## src/rtl/mux_rr_arbiter.sv

```systemverilog
// mux_rr_arbiter: round-robin burst arbiter (clk, rst, req[4], burst_len, stall) -> registered one-hot sel, gnt_id, busy, xfer for a 4-input one-hot mux
module mux_rr_arbiter #(
  parameter int BURST_WIDTH = 4
) (
  input  logic                   clk,
  input  logic                   rst,
  input  logic [3:0]             req,
  input  logic [BURST_WIDTH-1:0] burst_len,
  input  logic                   stall,
  output logic [3:0]             sel,
  output logic [1:0]             gnt_id,
  output logic                   busy,
  output logic                   xfer
);
  typedef enum logic {IDLE, GRANT} state_t;
  state_t                 state, state_n;
  logic [3:0]             sel_n;
  logic [1:0]             gnt_n, ptr, ptr_n, win;
  logic [BURST_WIDTH-1:0] cnt, cnt_n, beats, beats_n;
  assign busy = state == GRANT;
  assign xfer = busy & req[gnt_id] & ~stall;
  always_comb begin
    win = ptr;
    for (int k = 4; k >= 1; k--) win = req[ptr + 2'(k)] ? ptr + 2'(k) : win;
  end
  always_comb begin
    state_n = state;
    sel_n   = sel;
    gnt_n   = gnt_id;
    cnt_n   = cnt;
    beats_n = beats;
    ptr_n   = ptr;
    if (state == IDLE) begin
      if (|req) begin
        state_n = GRANT;
        sel_n   = 4'b0001 << win;
        gnt_n   = win;
        beats_n = (burst_len == '0) ? BURST_WIDTH'(1) : burst_len;
        cnt_n   = '0;
        ptr_n   = win;
      end
    end else if (!req[gnt_id] || (xfer && cnt == beats - 1'b1)) begin
      state_n = IDLE;
      sel_n   = '0;
      gnt_n   = '0;
      cnt_n   = '0;
    end else if (xfer) begin
      cnt_n = cnt + 1'b1;
    end
  end
  always_ff @(posedge clk) begin
    if (rst) begin
      state  <= IDLE;
      sel    <= '0;
      gnt_id <= '0;
      cnt    <= '0;
      beats  <= BURST_WIDTH'(1);
      ptr    <= 2'd3;
    end else begin
      state  <= state_n;
      sel    <= sel_n;
      gnt_id <= gnt_n;
      cnt    <= cnt_n;
      beats  <= beats_n;
      ptr    <= ptr_n;
    end
  end
endmodule

```

## config.mk

```make
export PLATFORM = sky130hd
export DESIGN_NAME = mux_rr_arbiter
export DESIGN_NICKNAME = d
export VERILOG_FILES = /design/src/rtl/mux_rr_arbiter.sv
export SDC_FILE = /design/constraint.sdc
export NUM_CORES = 1
export LEC_CHECK = 0
export CAP_MARGIN = 30
export CORE_AREA = 2 2 54 56
export CTS_BUF_LIST = sky130_fd_sc_hd__clkbuf_4 sky130_fd_sc_hd__clkbuf_8
export CTS_CLUSTER_DIAMETER = 40
export CTS_CLUSTER_SIZE = 10
export DETAILED_ROUTE_END_ITERATION = 16
export DIE_AREA = 0 0 56 58
export DONT_BUFFER_PORTS = 1
export PLACE_DENSITY = 0.47
export SETUP_SLACK_MARGIN = 0.02
export SLEW_MARGIN = 20
export SYNTH_ARGS = -nofsm -noshare
export SYNTH_HDL_FRONTEND = slang
export SYNTH_SLANG_ARGS = --single-unit
```

## constraint.sdc

```tcl
create_clock -name clk -period 2.5 [get_ports clk]
set_clock_uncertainty 0.05 [all_clocks]
set_input_delay 0.25 -clock clk [delete_from_list [all_inputs] [get_ports clk]]
set_output_delay 0.25 -clock clk [all_outputs]
set_load 0.005 [all_outputs]
```

==> results.toml <==
[layout]
fillers = 296
fin_cells = 141
drive_gt1_share_pct = 10.9
fin_area_um2 = 973
final_core_util_pct = 36.6
synthToLayoutAreaGrowth_pct = 8.21
nets = 124
n_antenna_cell = 0

[sta]
fmax_mhz = 546
setup_viol = 0
drv_slew = 0
finalHoldViolCount = 0
tns_ps = 0
period_minus_slack_ps = 1830
period_share_pct = 73.2
slew_headroom_pct = 63.6
worstMarginPinSlew_ps = 544
grt_setup_unrepaired = "no"

[setup_path]
path_max_fanout = 8
cp.required_ps = 2620
r2r-end = "sel[3]"
r2r-start = "beats[0]"
cp.arrival_ps = 1950
endpoint_kind = "flop"
crit_type = "flop to flop"
cp-start-kind = "flop"
crit_start = "beats[0]"
crit_end = "sel[3]"
reg2regPathDepth = 7
r2r_setup_slack_ps = 670

[grt]
grt_antenna_before_repair = 0
grt_max_degree = 15
grt_pass1_vias = 758
grt_pass1_wl_mm = 3.42
track_usage_pct = 13.6
grt-ovfl-total = 0

[synth]
synthTopCellsByCount = "dfxtp_1 (17), nand2_1 (13), a21oi_1 (11)"
yosysMostFrequentCell = "dfxtp_1"
syn-num-nets = 120
yosysUniqueCellTypes = 33
synth_edf_count = 0
postSynthCellCount = 107
yosysWarningCount = 0
synthArstFlopShare_pct = 0
ys_seq_elements = 17
yosysSeqAreaShare_pct = 37.8
yosysTopAreaCell = "dfxtp_1"
yosys-top-cells-area = "dfxtp_1 (38%), a21oi_1 (6.1%), nand2_1 (5.4%)"
avgSynthCellArea_um2 = 8.41
synth_top_area_share_pct = 37.8
synth_area_um2 = 900
ys.flop_type = "dfxtp_1"

[clock_tree]
ctsLongestPathBuffers = 2
cts_sinks = 17
cts_made_buffers = 3
clkTransAtPathRegs_ps = 100
clk_latency_ps = 290
cts_tree = "yes"
root_buffer = "clkbuf_4"
cts_max_level = 1

[route]
remaining_drc_errors = 0
drt-total-wl_mm = 1.93
avgViaCountPerCell = 5.23
routedWlPerCell_um = 13.7
drt_first_pass_iters = 3
ant_nets = 0
vias = 738
drtIter0Drc = 14

[floorplanning]
start_util_pct = 33.8
design.die.area_mm2 = 0.00325
core.rowCount = 19
chipHeight_um = 58
ios = 19
die-width_um = 56
core-area_mm2 = 0.00266

[power_and_ir_drop]
leakagePower_uw = 0.000370
power_density_mw_per_mm2 = 603
ir_drop_mv = 0.304
total_power_uw = 587

[placement]
place.gp.congestion = 0.740
dp.cells = 135
placed_area_um2 = 926
portBuffers = 0
hpwl_mm = 1.44

[hold_path]
hp-class = "input pin to flop"

[flow_run]
maxCapViolations = 0

[status]
status = "finished, final reports clean"
[cell type report]
cell class	instances	area, um2	area share [%]
clock buffer	3	22.5	2.31
sequential	17	340	35.0
timing repair buffer	2	20.0	2.06
clock inverter	1	5.00	0.514
multi-input combinational	82	528	54.2
inverter	5	18.8	1.93
tap	31	38.8	3.98
[timing repair]
| item | 4_1_cts | 5_1_grt |
|---|---|---|
| hold endpoints to repair | 14 | 0 |
| buffers inserted | 0 | 0 |
| resized for setup | 0 | 0 |
| hold buffers | 2 | 0 |
| endpoints found under the setup margin | 0 | 0 |
[power by group]
part	internal (uW)	leakage, uW	switching, uW
Combinational	53.3	0.000212	67.7
Clock	59.5	0.0000177	88.4
Sequential	294	0.000140	24.1
Total	406	0.000370	180
[through the flow]
stage,hold WS [ps],setup slack [ps]
3_5_place_dp,274,668
2_1_floorplan,336,819
5_1_grt,4.67,479
6_report,6.44,670
3_3_place_gp,272,710
4_1_cts,6.04,665
[kinds of logic after synthesis]
group | after synthesis | synth area share (%)
fa+ha+maj | 2 | 2.78
compound gates | 25 | 19.3
mux | 1 | 2.50
flops | 17 | 37.8
xor+xnor | 8 | 7.79
simple gates | 46 | 26.3
buf+inv | 8 | 3.48
[worst min path at each step]
stage / from / endpoint / depth (start not counted)
floorplan: burst_len[1] / beats[1] / 2
global placement: rst / beats[1] / 1
detailed placement: rst / beats[2] / 1
CTS: rst / ptr[0] / 1
global route: rst / ptr[0] / 1
finish: rst / ptr[0] / 1
[critical path: stages (launching register included)]
cell     delay (ps)
dfxtp_1         400
inv_1            60
ha_1            300
xnor2_1         120
nor3_1          300
a31oi_4         190
nor2_2          190
o32ai_1         110
[cells in the final DEF, fill, tap and decap left out, drive strengths merged, types with 3 or more instances in the layout]
cell,count
inv,5
a21oi,12
clkbuf,3
xor2,4
nand2b,5
nand3,4
xnor2,4
nor3,6
o21ai,5
nor2,9
dfxtp,17
nand2,13
[registers in the layout, summed over array words and instances, names as in the netlist]
| name | cells |
|---|---|
| beats | 4 |
| cnt | 4 |
| sel | 4 |
| gnt_id | 2 |
| ptr | 2 |
| busy | 1 |
[per-layer routing]
layer | track usage, % | vias to the layer above | share of wire, %
li1 | - | 376 | -
met1 | 16.0 | 340 | 44
met2 | 22.7 | 18 | 48
met3 | 4.69 | 4 | 6.7
met4 | 6.12 | 0 | 1.8
met5 | 0 | - | 0
No activity file was read; power rests on OpenSTA's default activity.
